## config.mk

```make
export PLATFORM = sky130hd
export DESIGN_NAME = frame_deserializer
export DESIGN_NICKNAME = d
export VERILOG_FILES = /design/src/rtl/frame_deserializer_pkg.sv /design/src/rtl/uart_receive.sv /design/src/rtl/frame_deserializer.sv
export SDC_FILE = /design/constraint.sdc
export NUM_CORES = 1
export LEC_CHECK = 0
export CAP_MARGIN = 25
export CORE_MARGIN = 2
export CORE_UTILIZATION = 50
export CTS_CLUSTER_DIAMETER = 150
export DETAILED_ROUTE_END_ITERATION = 7
export PLACE_DENSITY = 0.69
export SLEW_MARGIN = 10
export SYNTH_ARGS = -nofsm -noshare
export SYNTH_HDL_FRONTEND = slang
export SYNTH_SLANG_ARGS = --single-unit
```

## constraint.sdc

```tcl
create_clock -name clk_in -period 8.8 [get_ports clk_in]
set_input_delay 2.2 -clock clk_in [delete_from_list [all_inputs] [get_ports clk_in]]
set_output_delay 2.2 -clock clk_in [all_outputs]
set_load 0.03 [all_outputs]
```

## src/rtl/frame_deserializer_pkg.sv

```systemverilog
// Shared types and constants for the frame deserializer.
//   fd_state_t : frame-layer FSM states
//   ERR_*      : codes reported on err_code_out
package frame_deserializer_pkg;

  typedef enum logic [1:0] {
    HUNT    = 2'd0,
    PAYLOAD = 2'd1,
    CHECK   = 2'd2
  } fd_state_t;

  localparam logic [1:0] ERR_TIMEOUT = 2'd1;
  localparam logic [1:0] ERR_CSUM    = 2'd2;
  localparam logic [1:0] ERR_OVF     = 2'd3;

  localparam int BYTE_W = 8;

endpackage

```

## src/rtl/uart_receive.sv

```systemverilog
// 8N1 UART receiver, LSB first.
//   clk_in     : system clock
//   rst_in     : asynchronous reset, active-high
//   rx_wire_in : serial line (idle high)
//   valid_out  : one-cycle pulse when a byte with a valid stop bit arrives
//   data_out   : received byte, stable while the receiver is idle
module uart_receive #(
  parameter int BAUD_RATE        = 9600,
  parameter int INPUT_CLOCK_FREQ = 100_000_000
) (
  input  logic       clk_in,
  input  logic       rst_in,
  input  logic       rx_wire_in,
  output logic       valid_out,
  output logic [7:0] data_out
);

  localparam int CPB   = INPUT_CLOCK_FREQ / BAUD_RATE;
  localparam int CNT_W = (CPB > 2) ? $clog2(CPB) : 2;

  typedef enum logic [1:0] {U_IDLE, U_START, U_DATA, U_STOP} u_state_t;

  u_state_t           state_q, state_d;
  logic [CNT_W-1:0]   cnt_q, cnt_d;
  logic [2:0]         bit_q, bit_d;
  logic [7:0]         sh_q, sh_d;
  logic               valid_q, valid_d;
  logic               rx_s1_q, rx_s2_q;

  // Two-flop synchronizer; reset to the idle level so reset never looks like a start bit.
  always_ff @(posedge clk_in or posedge rst_in) begin
    if (rst_in) begin
      rx_s1_q <= 1'b1;
      rx_s2_q <= 1'b1;
    end else begin
      rx_s1_q <= rx_wire_in;
      rx_s2_q <= rx_s1_q;
    end
  end

  always_ff @(posedge clk_in or posedge rst_in) begin
    if (rst_in) begin
      state_q <= U_IDLE;
      cnt_q   <= '0;
      bit_q   <= '0;
      sh_q    <= '0;
      valid_q <= 1'b0;
    end else begin
      state_q <= state_d;
      cnt_q   <= cnt_d;
      bit_q   <= bit_d;
      sh_q    <= sh_d;
      valid_q <= valid_d;
    end
  end

  always_comb begin
    state_d = state_q;
    cnt_d   = cnt_q;
    bit_d   = bit_q;
    sh_d    = sh_q;
    valid_d = 1'b0;
    case (state_q)
      U_IDLE: begin
        if (!rx_s2_q) begin
          state_d = U_START;
          cnt_d   = '0;
        end
      end
      U_START: begin
        cnt_d = cnt_q + CNT_W'(1);
        // Re-check the line half a bit in; a glitch returns to idle.
        if (cnt_q == CNT_W'(CPB / 2 - 1)) begin
          cnt_d = '0;
          bit_d = '0;
          state_d = rx_s2_q ? U_IDLE : U_DATA;
        end
      end
      U_DATA: begin
        cnt_d = cnt_q + CNT_W'(1);
        if (cnt_q == CNT_W'(CPB - 1)) begin
          cnt_d = '0;
          sh_d  = {rx_s2_q, sh_q[7:1]};
          if (bit_q == 3'd7) state_d = U_STOP;
          else               bit_d   = bit_q + 3'd1;
        end
      end
      U_STOP: begin
        cnt_d = cnt_q + CNT_W'(1);
        if (cnt_q == CNT_W'(CPB - 1)) begin
          cnt_d   = '0;
          state_d = U_IDLE;
          valid_d = rx_s2_q;  // framing error: byte silently discarded
        end
      end
      default: state_d = U_IDLE;
    endcase
  end

  assign valid_out = valid_q;
  assign data_out  = sh_q;

endmodule

```

## src/rtl/frame_deserializer.sv

```systemverilog
// UART-fed frame receiver producing {message, exponent, modulus} for the RSA datapath.
// Frame: SYNC_BYTE, P = MSG_BYTES + 2*KEY_BYTES payload bytes, XOR checksum byte.
//   clk_in       : system clock
//   rst_in       : asynchronous reset, active-high
//   rx_wire_in   : UART serial line (idle high)
//   ready_in     : consumer accepts the held frame when valid_out && ready_in
//   valid_out    : held frame available
//   message_out  : message field   (8*MSG_BYTES)
//   exponent_out : exponent field  (8*KEY_BYTES)
//   modulus_out  : modulus field   (8*KEY_BYTES)
//   err_out      : one-cycle error pulse
//   err_code_out : 1 timeout, 2 checksum, 3 overflow; held until the next error
module frame_deserializer
  import frame_deserializer_pkg::*;
#(
  parameter int         MSG_BYTES        = 2,
  parameter int         KEY_BYTES        = 4,
  parameter int         BAUD_RATE        = 9600,
  parameter int         INPUT_CLOCK_FREQ = 100_000_000,
  parameter logic [7:0] SYNC_BYTE        = 8'hA5,
  parameter int         TIMEOUT_CYCLES   = 100_000,
  parameter int         BYTE_ORDER       = 0
) (
  input  logic                   clk_in,
  input  logic                   rst_in,
  input  logic                   rx_wire_in,
  input  logic                   ready_in,
  output logic                   valid_out,
  output logic [8*MSG_BYTES-1:0] message_out,
  output logic [8*KEY_BYTES-1:0] exponent_out,
  output logic [8*KEY_BYTES-1:0] modulus_out,
  output logic                   err_out,
  output logic [1:0]             err_code_out
);

  localparam int P     = MSG_BYTES + 2 * KEY_BYTES;
  localparam int BUF_W = BYTE_W * P;
  localparam int KEY_W = BYTE_W * KEY_BYTES;
  localparam int MSG_W = BYTE_W * MSG_BYTES;
  localparam int IDX_W = $clog2(P);
  localparam int TO_W  = $clog2(TIMEOUT_CYCLES + 1);

  logic             rx_vld;
  logic [7:0]       rx_byte;

  fd_state_t        state_q, state_d;
  logic [IDX_W-1:0] idx_q, idx_d;
  logic [TO_W-1:0]  to_cnt_q, to_cnt_d;
  logic [BUF_W-1:0] buf_q, buf_d;
  logic [7:0]       csum_q, csum_d;

  logic             valid_q, valid_d;
  logic [MSG_W-1:0] msg_q, msg_d;
  logic [KEY_W-1:0] exp_q, exp_d;
  logic [KEY_W-1:0] mod_q, mod_d;
  logic             err_q, err_d;
  logic [1:0]       err_code_q, err_code_d;

  logic             commit;
  logic             err_set;
  logic [1:0]       err_set_code;
  logic [IDX_W-1:0] slot;

  uart_receive #(
    .BAUD_RATE       (BAUD_RATE),
    .INPUT_CLOCK_FREQ(INPUT_CLOCK_FREQ)
  ) u_uart (
    .clk_in    (clk_in),
    .rst_in    (rst_in),
    .rx_wire_in(rx_wire_in),
    .valid_out (rx_vld),
    .data_out  (rx_byte)
  );

  // BYTE_ORDER 1 fills from the top of the buffer so the first byte lands in the message MSB.
  assign slot = (BYTE_ORDER != 0) ? (IDX_W'(P - 1) - idx_q) : idx_q;

  always_ff @(posedge clk_in or posedge rst_in) begin
    if (rst_in) begin
      state_q    <= HUNT;
      idx_q      <= '0;
      to_cnt_q   <= '0;
      buf_q      <= '0;
      csum_q     <= '0;
      valid_q    <= 1'b0;
      msg_q      <= '0;
      exp_q      <= '0;
      mod_q      <= '0;
      err_q      <= 1'b0;
      err_code_q <= '0;
    end else begin
      state_q    <= state_d;
      idx_q      <= idx_d;
      to_cnt_q   <= to_cnt_d;
      buf_q      <= buf_d;
      csum_q     <= csum_d;
      valid_q    <= valid_d;
      msg_q      <= msg_d;
      exp_q      <= exp_d;
      mod_q      <= mod_d;
      err_q      <= err_d;
      err_code_q <= err_code_d;
    end
  end

  // Frame-layer FSM: hunting, payload assembly, checksum, inter-byte timeout.
  always_comb begin
    state_d      = state_q;
    idx_d        = idx_q;
    to_cnt_d     = to_cnt_q;
    buf_d        = buf_q;
    csum_d       = csum_q;
    commit       = 1'b0;
    err_set      = 1'b0;
    err_set_code = ERR_TIMEOUT;
    case (state_q)
      HUNT: begin
        to_cnt_d = '0;
        if (rx_vld && (rx_byte == SYNC_BYTE)) begin
          state_d = PAYLOAD;
          idx_d   = '0;
          buf_d   = '0;
          csum_d  = '0;
        end
      end
      PAYLOAD, CHECK: begin
        if (rx_vld) begin
          to_cnt_d = '0;
          if (state_q == PAYLOAD) begin
            buf_d[BYTE_W*slot +: BYTE_W] = rx_byte;
            csum_d = csum_q ^ rx_byte;
            if (idx_q == IDX_W'(P - 1)) state_d = CHECK;
            else                        idx_d   = idx_q + IDX_W'(1);
          end else begin
            state_d = HUNT;
            if (rx_byte == csum_q) begin
              commit = 1'b1;
            end else begin
              err_set      = 1'b1;
              err_set_code = ERR_CSUM;
            end
          end
        end else if (to_cnt_q == TO_W'(TIMEOUT_CYCLES - 1)) begin
          // This cycle is the TIMEOUT_CYCLES-th without a byte.
          to_cnt_d     = '0;
          state_d      = HUNT;
          err_set      = 1'b1;
          err_set_code = ERR_TIMEOUT;
        end else begin
          to_cnt_d = to_cnt_q + TO_W'(1);
        end
      end
      default: state_d = HUNT;
    endcase
  end

  // Output hold register and valid/ready handshake.
  always_comb begin
    valid_d    = valid_q;
    msg_d      = msg_q;
    exp_d      = exp_q;
    mod_d      = mod_q;
    err_d      = 1'b0;
    err_code_d = err_code_q;
    if (commit && !(valid_q && !ready_in)) begin
      valid_d = 1'b1;
      msg_d   = buf_q[BUF_W-1 -: MSG_W];
      exp_d   = buf_q[2*KEY_W-1 -: KEY_W];
      mod_d   = buf_q[KEY_W-1:0];
    end else if (commit) begin
      // Consumer still holds the previous frame: keep it, drop the new one.
      err_d      = 1'b1;
      err_code_d = ERR_OVF;
    end else if (valid_q && ready_in) begin
      valid_d = 1'b0;
    end
    if (err_set) begin
      err_d      = 1'b1;
      err_code_d = err_set_code;
    end
  end

  assign valid_out    = valid_q;
  assign message_out  = msg_q;
  assign exponent_out = exp_q;
  assign modulus_out  = mod_q;
  assign err_out      = err_q;
  assign err_code_out = err_code_q;

endmodule

```

Yosys cells after proc, flatten, opt, wreduce, memory -nomap -nowiden
Cells that the tools add are included.
Operators by class
  $add $sub $neg: 5
  equal/unequal tests: 26
  shifts and indexed selects: 2
  multiplexer cells: 62
  bitwise logic cells: 1
  reductions and logical operators: 22
Operators by type and width (count)
  80-bit two-way mux: 3
  80-bit one-hot mux with 2 select lines: 1
  80-bit bitwise mux: 1
  8-bit by 34-bit variable shift with 80-bit output, first input constant: 1
  8-bit by 34-bit indexed part select with 80-bit output: 1
  14-bit two-way mux: 3
  14-bit one-hot mux with 3 select lines: 1
  2-bit two-way mux: 18
  17-bit two-way mux: 2
  7-bit negator with 34-bit output: 1
  17-bit one-hot mux with 2 select lines: 1
  8-bit two-way mux: 3
  17-bit by 1-bit adder with 17-bit output, second input constant: 1
  17-bit equality test, second input constant: 1
  1-bit two-way mux: 17
  4-bit two-way mux: 4
  8-bit one-hot mux with 2 select lines: 1
  14-bit by 1-bit adder with 14-bit output, second input constant: 1
  14-bit by 13-bit equality test with 1-bit output, second input constant: 1
  14-bit equality test, second input constant: 1
  2-bit by 1-bit inequality test with 1-bit output, second input constant: 6
  2-bit inequality test, second input constant: 6
  5-bit AND reduction: 2
  3-bit two-way mux: 3
  other kinds (23): 38
Storage, ports and cells
  flip-flop bits (word level): 225
  input port bits: 4
  output and inout bits: 84
  word-level logic and storage cells: 136

Depth between registers and ports, before layout
  word-level depth: 8
  gate-level depth with buffers: 11
  depth with buffers taken out: 7

Hierarchy
A second synthesis with hierarchy kept.
Unflattened totals
  cell total of the unflattened synthesis: 804
  area, all modules: 10196.0 sq um
By module, submodules not included
  frame_deserializer: instances 1, cells an instance 653, area an instance 8649.5 sq um
  uart_receive: instances 1, cells an instance 151, area an instance 1546.5 sq um

Worst setup path after synthesis
No wires, ideal clock.
  path type: input to register
  from: input port ready_in
  to: register exp_q[0] (netlist: exponent_out[0])
  arrival time: 3309 ps
  setup slack: 5365 ps
  stages: 5
  buffers on the path: 2
  cells stage by stage: nor2_1 or4_1 buf_4 buf_6 mux2_4
Between the ends
  word-level cells in the longest chain between the ends: 4
Ends and longest elaborated chain
  start: declaration: line frame_deserializer.sv:27  | input logic ready_in,
  1-bit logical NOT: line frame_deserializer.sv:165  | if (commit && !(valid_q && !ready_in)) begin
  1-bit logical AND: line frame_deserializer.sv:165
  1-bit logical NOT: line frame_deserializer.sv:165
  1-bit logical AND: line frame_deserializer.sv:165
  end signal: assignment: line frame_deserializer.sv:99  | exp_q <= exp_d;
  end: declaration: line frame_deserializer.sv:54  | logic [KEY_W-1:0] exp_q, exp_d;
Every way passes these cells.
A chain may end at the register's enable or synchronous reset.

Worst setup path after layout
  from: input port ready_in
  to: register exp_q[23] (netlist: exponent_out[23])
The elaborated chain is that of the path after synthesis.

==> results.cfg <==
[critical_path]
startpoint_type = primary input
crit_buf_inv = 2
reg2reg_slack_ns = 5.49
r2r_start = u_uart.data_out[4]
critPathMaxStageDelay_ns = 0.85
cp_top_family = buffers and inverters
path_cells = clkdlybuf4s50_1 -> nor2_1 -> or4_4 -> buf_4 -> mux2_4
crit_arrival_ns = 4.63
endpoint_kind = flip-flop
crit_type = in -> reg
cp_slowest_cell = buf_4
worstPathRequired_ns = 9.19
reg2reg_to = exponent_out[23]
rr_worst_depth = 6
crit_path_max_fanout = 52

[hold_path]
worstHoldPathCells = 0
whs_endpoint = u_uart.rx_s2_q
hold_path.class = reg -> reg
min_from = u_uart.rx_s1_q

[job]
max_cap_violations = 0

[synth]
synthMuxAreaShare_pct = 14.3
synth-simple-area-share_pct = 12.5
syn-num-nets = 818
synthCells = 800
synthFlopType = dfrtp_1
synth_cell_type_count = 62
synth_top_family_by_area = multiplexers
syn_area_per_cell_um2 = 12.7
yosysWarningCount = 0
synth_edf_count = 0
synth_adder_area_share_pct = 1.72
synthXorXnorAreaFrac_pct = 1.72
synth-compound-area-share_pct = 10.8
ys_seq_elements = 225
async_reset_ff_share_pct = 100
ys_seq_area_share_pct = 55.4
netlist_area_mm2 = 0.0102

[timing]
fin_tns_setup_ns = 0
drv_slew = 0
period_minus_slack_ns = 4.23
setup_ws_ns = 4.57
skew_ns = 0.0130
slew_headroom_pct = 31.5
fmax_mhz = 236
fin_crit_sh_pct = 48.1
finalHoldViolCount = 0
setup_viol = 0
rsz0062_at_grt = no
worstMarginPinSlew_ns = 1.02

[grt]
grt_first_pass_wirelength_um = 34700
grt_pass1_vias = 6368
grt_usage_pct = 19.9
antenna_found_initial = 0
grt_start_max_net_pins = 155
grt_overflow_total = 0

[layout]
layout-drive-gt1-share_pct = 16.9
regArea_mm2 = 0.00563
fillCellCount = 1608
nets = 897
area_delta_synth_final_pct = 18.3
multi_input_comb_area_mm2 = 0.00417
final_util_pct = 59.8
insertedDiodeCount = 0

[drt]
vias = 6492
drt-total-wl_um = 20800
antenna_left = 0
drt-initial-drc-count = 405
drc = 0
drt-vias-per-instance = 5.56
dr.pass1.iters = 4
wl_per_cell_um = 17.9

[clock_tree]
postCtsSetupBuffers = 0
cts_buffers = 24
ctsResizeCount = 0
root_buffer = clkbuf_16
clk_path_buf_depth = 3
clkTransAtPathRegs_ns = 0.06
insertion_delay_ns = 0.51
cts_tree = done
cts_htree_levels = 1
hold_buffers = 0
clkSinkCount = 225

[floorplan]
die_area_mm2 = 0.0215
rows = 52
initial_core_util_pct = 50.6
fp.dieW_um = 147
core_region_area_mm2 = 0.0201
num_io_pins = 88
die_h_um = 147

[place]
gp_congestion = 0.794
port_buffers = 87
dpl.hpwl_um = 13100
preCtsSetupSlack_ns = 4.07

[power_and_ir_drop]
cellLeakagePower_nw = 5.67
power_density_mw_per_mm2 = 174
ir_worst_vdd_uv = 151

[outcome]
status = finished, final reports clean
[how the worst max path moves through the flow]
stage                     cells after the start  slack, ns                          to      from
final                                         5       4.57            exponent_out[23]  ready_in
after global routing                          5       4.48             exponent_out[8]  ready_in
after CTS                                     5       4.58             exponent_out[1]  ready_in
after detailed placement                      5       4.07             exponent_out[8]  ready_in
after global placement                        5       4.11            exponent_out[13]  ready_in
after floorplan                               1       0.44  asynchronous set/reset pin    rst_in
[through the flow]
step           cell area [um^2]  total power (W)  hold slack [ns]  std cells
2_1_floorplan             10200          0.00107            0.345        800
3_3_place_gp              11200          0.00108            0.346       1122
3_5_place_dp              11200          0.00108            0.348       1122
4_1_cts                   12000          0.00211            0.357       1166
5_1_grt                   12000          0.00217            0.363       1167
6_report                  12000          0.00209            0.356       1167
[routing by layer]
metal,global-route usage [%],vias to the layer above,part of all wire (%)
li1,-,3064,-
met1,30.2,3257,49
met2,30.5,139,46
met3,2.69,32,3.7
met4,5.10,0,1.7
met5,0,-,0
[cells in the mapped netlist (all sizes together), types with 2 or more instances]
master | count | area share [%]
or4b | 4 | 0.43
nand2b | 16 | 0.98
ha | 14 | 1.7
clkbuf | 23 | 0.85
or4bb | 2 | 0.22
mux2 | 89 | 13
nand4 | 15 | 0.92
a22o | 53 | 4.6
a31oi | 6 | 0.37
dfstp | 2 | 0.52
and2 | 3 | 0.18
buf | 16 | 1.5
nand3b | 8 | 0.59
nand2 | 49 | 1.8
nor4bb | 2 | 0.20
nand3 | 25 | 1.2
xnor2 | 16 | 1.4
or2 | 3 | 0.18
or3b | 5 | 0.43
nor4 | 5 | 0.46
nor3 | 13 | 0.69
nor2 | 31 | 1.1
a21o | 9 | 0.66
and4 | 4 | 0.34
mux2i | 15 | 1.5
nor3b | 4 | 0.39
nor2b | 16 | 0.98
nor4b | 2 | 0.17
xor2 | 4 | 0.34
inv | 32 | 1.2
o22ai | 2 | 0.12
or4 | 2 | 0.15
nand4b | 2 | 0.17
and3 | 4 | 0.25
a32o | 16 | 1.6
a21oi | 15 | 0.74
o2bb2ai | 10 | 0.86
o21ai | 20 | 0.98
and3b | 2 | 0.17
dfrtp | 223 | 55
or3 | 5 | 0.31
[placed cells by master, fill, tap and decap left out, drive strengths merged, types with 20 or more instances in the layout]
| master | Yosys | routed |
|---|---|---|
| nor2 | 31 | 31 |
| nand2 | 49 | 49 |
| dfrtp | 223 | 223 |
| inv | 32 | 33 |
| o21ai | 20 | 20 |
| nand3 | 25 | 25 |
| clkbuf | 23 | 34 |
| clkdlybuf4s50 | 0 | 87 |
| mux2 | 89 | 89 |
| a22o | 53 | 53 |
[report_power, final]
part | switching (W) | internal, W
sequential | 0.000000398 | 0.00104
clock | 0.000408 | 0.000622
combinational | 0.0000197 | 0.00000304
[flip-flops by register name, indices dropped and copies added, names as in the netlist, 2 cells and up, named ones only]
| name | count |
|---|---|
| buf_q | 80 |
| u_uart.cnt_q | 14 |
| exponent_out | 32 |
| u_uart.bit_q | 3 |
| modulus_out | 32 |
| message_out | 16 |
| idx_q | 4 |
| err_code_out | 2 |
| csum_q | 8 |
| to_cnt_q | 17 |
| u_uart.data_out | 8 |
| state_q | 2 |
[layout make-up]
class / instances / share of cell area [%]
Inverter: 33 / 1.09
Clock inverter: 10 / 0.947
Multi-Input combinational cell: 503 / 34.7
Clock buffer: 34 / 5.90
Timing Repair Buffer: 92 / 7.72
Sequential cell: 225 / 46.8
Tap cell: 270 / 2.81
[logic make-up (layout without fill, tap and decap cells)]
family          Yosys count  count (layout)
flops                   225             225
mux                     104             104
buf+inv                  72             169
xor+xnor                 20              20
simple gates            223             223
fa+ha+maj                14              14
compound gates          142             142
No activity file was read; power rests on OpenSTA's default activity.
==> patch 1 (config.mk and constraints unchanged) <==
`INPUT_CLOCK_FREQ` is set to 100_000_000 in 2 places; all go to 25_000_000.
--- a/src/rtl/uart_receive.sv
+++ b/src/rtl/uart_receive.sv
@@ -8,3 +8,3 @@
   parameter int BAUD_RATE        = 9600,
-  parameter int INPUT_CLOCK_FREQ = 100_000_000
+  parameter int INPUT_CLOCK_FREQ = 25_000_000
 ) (
--- a/src/rtl/frame_deserializer.sv
+++ b/src/rtl/frame_deserializer.sv
@@ -18,3 +18,3 @@
   parameter int         BAUD_RATE        = 9600,
-  parameter int         INPUT_CLOCK_FREQ = 100_000_000,
+  parameter int         INPUT_CLOCK_FREQ = 25_000_000,
   parameter logic [7:0] SYNC_BYTE        = 8'hA5,
Check against the original RTL: same outputs for any inputs over 4 cycles, from zero or initial values and one cycle with rst_in high; that may be too few to reach the edited logic, so the function may still have changed.
==> patch 1 against the unedited design <==
  * Clock skew fell by 0.00094 ns
  * Critical path depth did not move
  * Combinational power up 8%
  * Sequential share of layout area rose by 0.51 points
  * Synthesized cell count shrank 4.6%
  * Setup slack gained 0.018 ns
  * Routed wire length increased by 4.0%
  * Power fell by 1.3%
  * Cell area is 2.0% lower
  * Core utilization is 0.56 points higher
  * Register-to-register slack improved by 0.13 ns
  * Via count rose by 0.31%
  * Synthesized area is 1.9% lower
  * Sequential cell count decreased by 2
  * Largest cell class unchanged
  * Highest routed layer unchanged
==> patch 1: results (changes against the unedited design) <==
** Detailed routing
- The number of vias per cell was 5.76 (was 5.56).
- The average wire per standard cell came to 19.2 um (was 17.9 um).
- The length of the first detailed-routing pass in iterations came to 5 (was 4).
- The number of design-rule violations left by the first detailed-router iteration is 495 (was 405).

** Global routing
- The wire length of the first global-routing pass came to 36.1 mm (was 34.7 mm).
- The maximum number of pins on one net before global-route repair was 140 (was 155).
- The number of global-route vias before repair came to 6738 (was 6368).
- GRT Util Overall :: 20.7% (was 19.9%)

** Layout
- The fraction of layout cells with a size suffix above 1 came to 17.0% (was 16.9%).
- Number of nets in the layout :: 864 (was 897)
- Fillcell total :: 1533 (was 1608)
- Final standard cell count with taps included and fillers excluded :: 1130 (was 1167)
- The largest register by flop count was buf_q (unchanged).
- The antenna diode count came to 0 (unchanged).

** Power
- Static Leakage :: 5.46 nW (was 5.67 nW)
- The maximum vdd ir drop was 114 uV (was 151 uV).

** Yosys
- The sequential element share of the synthesized area is 56.0% (was 55.4%).
- The unique cell type count in the Yosys netlist is 63 (was 62).
- Synthesized net count :: 780 (was 818)
- The count of warnings emitted by yosys was 0 (unchanged).
- Fraction of synthesis flops using an asynchronous set or reset pin :: 100% (unchanged)
- Leading cell types by total area after synthesis: sky130_fd_sc_hd__dfrtp_1 55%, sky130_fd_sc_hd__mux2_4 12%, sky130_fd_sc_hd__o2bb2ai_1 4.1% (was sky130_fd_sc_hd__dfrtp_1 55%, sky130_fd_sc_hd__mux2_4 12%, sky130_fd_sc_hd__a22o_1 4.6%).
- Cell types with the highest counts after synthesis: 221 x sky130_fd_sc_hd__dfrtp_1, 80 x sky130_fd_sc_hd__mux2_4, 48 x sky130_fd_sc_hd__nand2_1 (was 223 x sky130_fd_sc_hd__dfrtp_1, 80 x sky130_fd_sc_hd__mux2_4, 53 x sky130_fd_sc_hd__a22o_1).
- The most used flip-flop cell after synthesis is sky130_fd_sc_hd__dfrtp_1 (unchanged).
- The mean post-synth cell area is 13.1 um^2 (was 12.7 um^2).

** STA
- The slew at the pin with the worst max-slew slack was 0.939 ns (was 1.02 ns).
- The worst-case clock skew was 0.0121 ns (was 0.0130 ns).

** Clocking
- The post-CTS repair timing setup buffer count is 0 (unchanged).
- Clock transition at the registers of the reported paths :: 0.06 ns (about the same)
- The clock latency on the worst-skew pair is 0.51 ns (about the same).
- The post-CTS resize count was 0 (unchanged).
- Buffers from clock root to sink, at most :: 3 (unchanged)

** Status
- Result of the run: complete, no violations (unchanged).

** Placement
- Placed wire-length estimate :: 14.0 mm (was 13.1 mm)
- The area after detailed placement is 10900 um^2 (was 11200 um^2).
- The final RePlAce weighted congestion was 0.828 (was 0.794).
- The pre-CTS setup slack was 4.07 ns (about the same).
- The number of I/O port buffers was 87 (unchanged).

** Hold path
- The worst min-delay path class was flip-flop to flip-flop (unchanged).

** Worst setup path
- Arrival time at the worst endpoint :: 4.60 ns (was 4.63 ns)
- The highest net fanout along the worst path is 51 (was 52).
## patch 1: changes by cell type after synthesis, moves of 9 or more
cell and change:
sky130_fd_sc_hd__a22o_1 -49, sky130_fd_sc_hd__a32o_1 +9, sky130_fd_sc_hd__inv_1 -9, sky130_fd_sc_hd__mux2i_1 -12
sky130_fd_sc_hd__nand2b_1 -10, sky130_fd_sc_hd__o21ai_0 +13, sky130_fd_sc_hd__o2bb2ai_1 +37
## patch 1: path summary, 6_finish.rpt
kind / start / end / slack (ns) / depth (start not counted)
setup reg to reg: u_uart.data_out[3] / modulus_out[24] / 5.62 / 6
hold / removal: u_uart.rx_s1_q / u_uart.rx_s2_q / 0.36 / 0
hold reg to reg: u_uart.rx_s1_q / u_uart.rx_s2_q / 0.36 / 0
setup / recovery: ready_in / modulus_out[24] / 4.58 / 5
max in group asynchronous: rst_in / message_out[15] / 5.27 / 5
min in group asynchronous: rst_in / buf_q[24] / 2.01 / 2
## patch 1: critical path, cell delays in order
cell and delay [ns]:
sky130_fd_sc_hd__clkdlybuf4s50_1 0.39, sky130_fd_sc_hd__and2b_2 0.25, sky130_fd_sc_hd__or3_4 0.51, sky130_fd_sc_hd__buf_4 0.81
sky130_fd_sc_hd__mux2_4 0.35
## patch 1: final cells by class
type,instances,area share (%)
Sequential cell,223,47.3
Clock inverter,9,0.881
Timing Repair Buffer,93,8.11
Tap cell,265,2.81
Inverter,23,0.796
Clock buffer,35,5.96
Multi-Input combinational cell,482,34.1
## patch 1: power breakdown
group          total [W]  internal [W]  switching (W)
clock            0.00101      0.000614       0.000397
sequential       0.00103       0.00103    0.000000258
combinational  0.0000245    0.00000434      0.0000202
## patch 1: logic make-up after synthesis
kind of cell | after synthesis | synth area share (%)
fa+ha+maj | 13 | 1.63
simple gates | 201 | 11.1
xor+xnor | 19 | 1.67
compound gates | 156 | 12.4
mux | 93 | 13.5
flops | 223 | 56.0
buf+inv | 58 | 3.76
## patch 1: per-stage QoR
stage / hold slack, ns / utilization, %
after floorplan: 0.345 / -
after global placement: 0.349 / 56.0
after detailed placement: 0.351 / 56.0
after CTS: 0.359 / 60.1
after global routing: 0.362 / 60.4
final: 0.359 / 60.4
## patch 1: per-layer routing
metal,GRT usage (%),wire [um],part of all wire [%]
met4,5.20,383,1.8
met1,29.6,10000,46
met2,33.0,10300,48
met5,0,0,0
met3,3.52,994,4.6
==> patch 2 (same settings) <==
Without the edit above. `buf_q` and `csum_q` no longer have a reset.
--- a/src/rtl/frame_deserializer.sv
+++ b/src/rtl/frame_deserializer.sv
@@ -82,4 +82,2 @@
       to_cnt_q   <= '0;
-      buf_q      <= '0;
-      csum_q     <= '0;
       valid_q    <= 1'b0;
@@ -94,4 +92,2 @@
       to_cnt_q   <= to_cnt_d;
-      buf_q      <= buf_d;
-      csum_q     <= csum_d;
       valid_q    <= valid_d;
@@ -103,2 +99,7 @@
     end
+  end
+
+  always_ff @(posedge clk_in) begin
+    buf_q  <= buf_d;
+    csum_q <= csum_d;
   end
Formal check against the unedited RTL: no difference found for any inputs over 4 cycles, from zero or initial values and one cycle with rst_in high; that may be too few to reach the edited logic, so the function may still have changed.
==> patch 2 against the unedited design <==
  * Core utilization fell by 0.66 points
  * Setup slack worse by 0.014 ns
  * Sequential share of layout area is 2.1 points higher
  * Cell area increased by 3.1%
  * Synthesized area rose by 4.4%
  * Power shrank 0.74%
  * Sequential cell count unchanged
  * Die area grew 4.3%
  * Via count increased by 1.4%
  * Sequential power up 5%
  * Routed wire length grew 1.1%
  * Register-to-register slack better by 0.11 ns
  * Highest routed layer unchanged
==> patch 2: results (changes against the unedited design) <==
** Global routing
- The global-route total usage across every layer came to 19.0% (was 19.9%).
- The number of global-route vias before repair is 6384 (was 6368).
- The maximum number of pins on one net before global-route repair came to 82 (was 155).
- The wire length of the first global-routing pass came to 34.1 mm (was 34.7 mm).

** Yosys
- Leading cell types by total area after synthesis: sky130_fd_sc_hd__dfrtp_1 32%, sky130_fd_sc_hd__edfxtp_1 25%, sky130_fd_sc_hd__mux2_4 11% (was sky130_fd_sc_hd__dfrtp_1 55%, sky130_fd_sc_hd__mux2_4 12%, sky130_fd_sc_hd__a22o_1 4.6%).
- Cell types with the highest counts after synthesis :: 135 x sky130_fd_sc_hd__dfrtp_1, 99 x sky130_fd_sc_hd__nor2_1, 88 x sky130_fd_sc_hd__edfxtp_1 (was 223 x sky130_fd_sc_hd__dfrtp_1, 80 x sky130_fd_sc_hd__mux2_4, 53 x sky130_fd_sc_hd__a22o_1)
- The number of enable flip-flop cells after synthesis came to 88 (was 0).
- The unique cell type count in the Yosys netlist came to 67 (was 62).
- The sequential element share of the synthesized area was 57.2% (was 55.4%).
- The count of warnings emitted by yosys came to 0 (unchanged).
- Synthesized net count :: 849 (was 818)
- Fraction of synthesis flops using an asynchronous set or reset pin :: 60.9% (was 100%)

** Hold path
- Hold Path Depth :: 0 (unchanged)
- The worst min-delay path class is flip-flop to flip-flop (unchanged).

** Layout
- Fillcell total :: 1732 (was 1608)
- The final-stage net count was 927 (was 897).
- The fraction of layout cells with a size suffix above 1 came to 15.7% (was 16.9%).
- The largest register by flop count was buf_q (unchanged).

** Placement
- The final RePlAce weighted congestion was 0.826 (was 0.794).
- Total cell area at the placement stage :: 11600 um^2 (was 11200 um^2)
- Input/output buffers :: 87 (unchanged)
- Placed wire-length estimate :: 13.5 mm (was 13.1 mm)

** Detailed routing
- Iteration-0 DRC count of the detailed router :: 433 (was 405)
- The total routed wirelength is 21.1 mm (was 20.8 mm).
- The number of vias per cell is 5.47 (was 5.56).
- The length of the first detailed-routing pass in iterations came to 5 (was 4).

** STA
- The worst-case headroom to the max-slew limit is 40.0% (was 31.5%).
- The number of hold violations in the final report is 0 (unchanged).
- Setup skew after layout :: 0.0109 ns (was 0.0130 ns)

** Worst setup path
- Slowest cell delay on critical path :: 0.79 ns (was 0.85 ns)
- Critical path fanouts, max :: 48 (was 52)
- Cell depth of the worst flop-to-flop path :: 6 (unchanged)

** Flow run
- The reported max-cap violation count is 0 (unchanged).

** Power
- The maximum vdd ir drop was 126 uV (was 151 uV).
- The static leakage power was 5.48 nW (was 5.67 nW).

** Status
- Result of the run :: complete, no violations (unchanged)

** Clocking
- The clock tree buffer depth is 3 (unchanged).
- CTS H-tree lvls :: 1 (unchanged)
- Clock-pin slew was measured on the worst setup and hold paths at around 0.05 ns.
- The clock root buffer is sky130_fd_sc_hd__clkbuf_16 (unchanged).
- The number of buffers created by CTS came to 25 (was 24).
- Post-CTS Repair Setup Buffers :: 0 (unchanged)
## patch 2: logic make-up (layout without fill, tap and decap cells)
kind of cell / after synthesis / count (layout) / share of synthesized area, %
DFF: 225 / 225 / 57.2
xor gates and xnor gates: 21 / 21 / 1.73
AOI/OAI and AO/OA: 95 / 95 / 5.55
and+or+nand+nor: 274 / 274 / 13.1
buffers and inverters: 56 / 152 / 2.91
muxes: 150 / 150 / 18.0
adders and majority gates: 12 / 12 / 1.42
## patch 2: routing by layer
metal  vias to the layer above  wire (um)  track usage [%]
met1                      3276       9650             27.1
met3                        27        965             2.90
met4                         0        274             4.25
met5                         -          0                0
met2                       150      10200             31.2
li1                       3132          -                -
## patch 2: critical path: cells and delay by family
| family | cells | cell delay (ns) |
|---|---|---|
| buffers and inverters | 2 | 1.19 |
| AND/OR/NAND/NOR | 2 | 0.81 |
| multiplexers | 1 | 0.36 |
## patch 2: cell type report
type                            count  area [um^2]  share of cell area [%]
Tap cell                          275          344                    2.77
Multi-Input combinational cell    552         4240                    34.2
Timing Repair Buffer               94          921                    7.43
Clock inverter                      8         66.3                   0.535
Clock buffer                       37          701                    5.65
Inverter                           13         53.8                   0.434
Sequential cell                   225         6070                    49.0
## patch 2: power breakdown
part	internal [W]	leakage (nW)	switching, W
combinational	0.00000164	2.62	0.0000124
sequential	0.00108	2.49	0.000000493
clock	0.000578	0.370	0.000396
total	0.00166	5.48	0.000409
## patch 2: final timing paths
kind | startpoint | to | slack (ns)
setup / recovery | ready_in | exponent_out[9] | 4.55
setup reg to reg | u_uart.data_out[2] | exponent_out[9] | 5.60
min in group asynchronous | rst_in | u_uart.cnt_q[2] | 2.20
hold / removal | u_uart.rx_s1_q | u_uart.rx_s2_q | 0.35
hold reg to reg | u_uart.rx_s1_q | u_uart.rx_s2_q | 0.35
max in group asynchronous | rst_in | state_q[1] | 5.32
## patch 2: metrics by stage
step | hold slack (ns) | utilization (%) | instances | setup slack [ns]
floorplan | 0.345 | - | 833 | 2.94
global placement | 0.346 | 55.5 | 1157 | 4.02
detailed placement | 0.347 | 55.5 | 1158 | 4.02
CTS | 0.355 | 59.1 | 1203 | 4.54
global route | 0.358 | 59.2 | 1204 | 4.40
finish | 0.354 | 59.2 | 1204 | 4.55
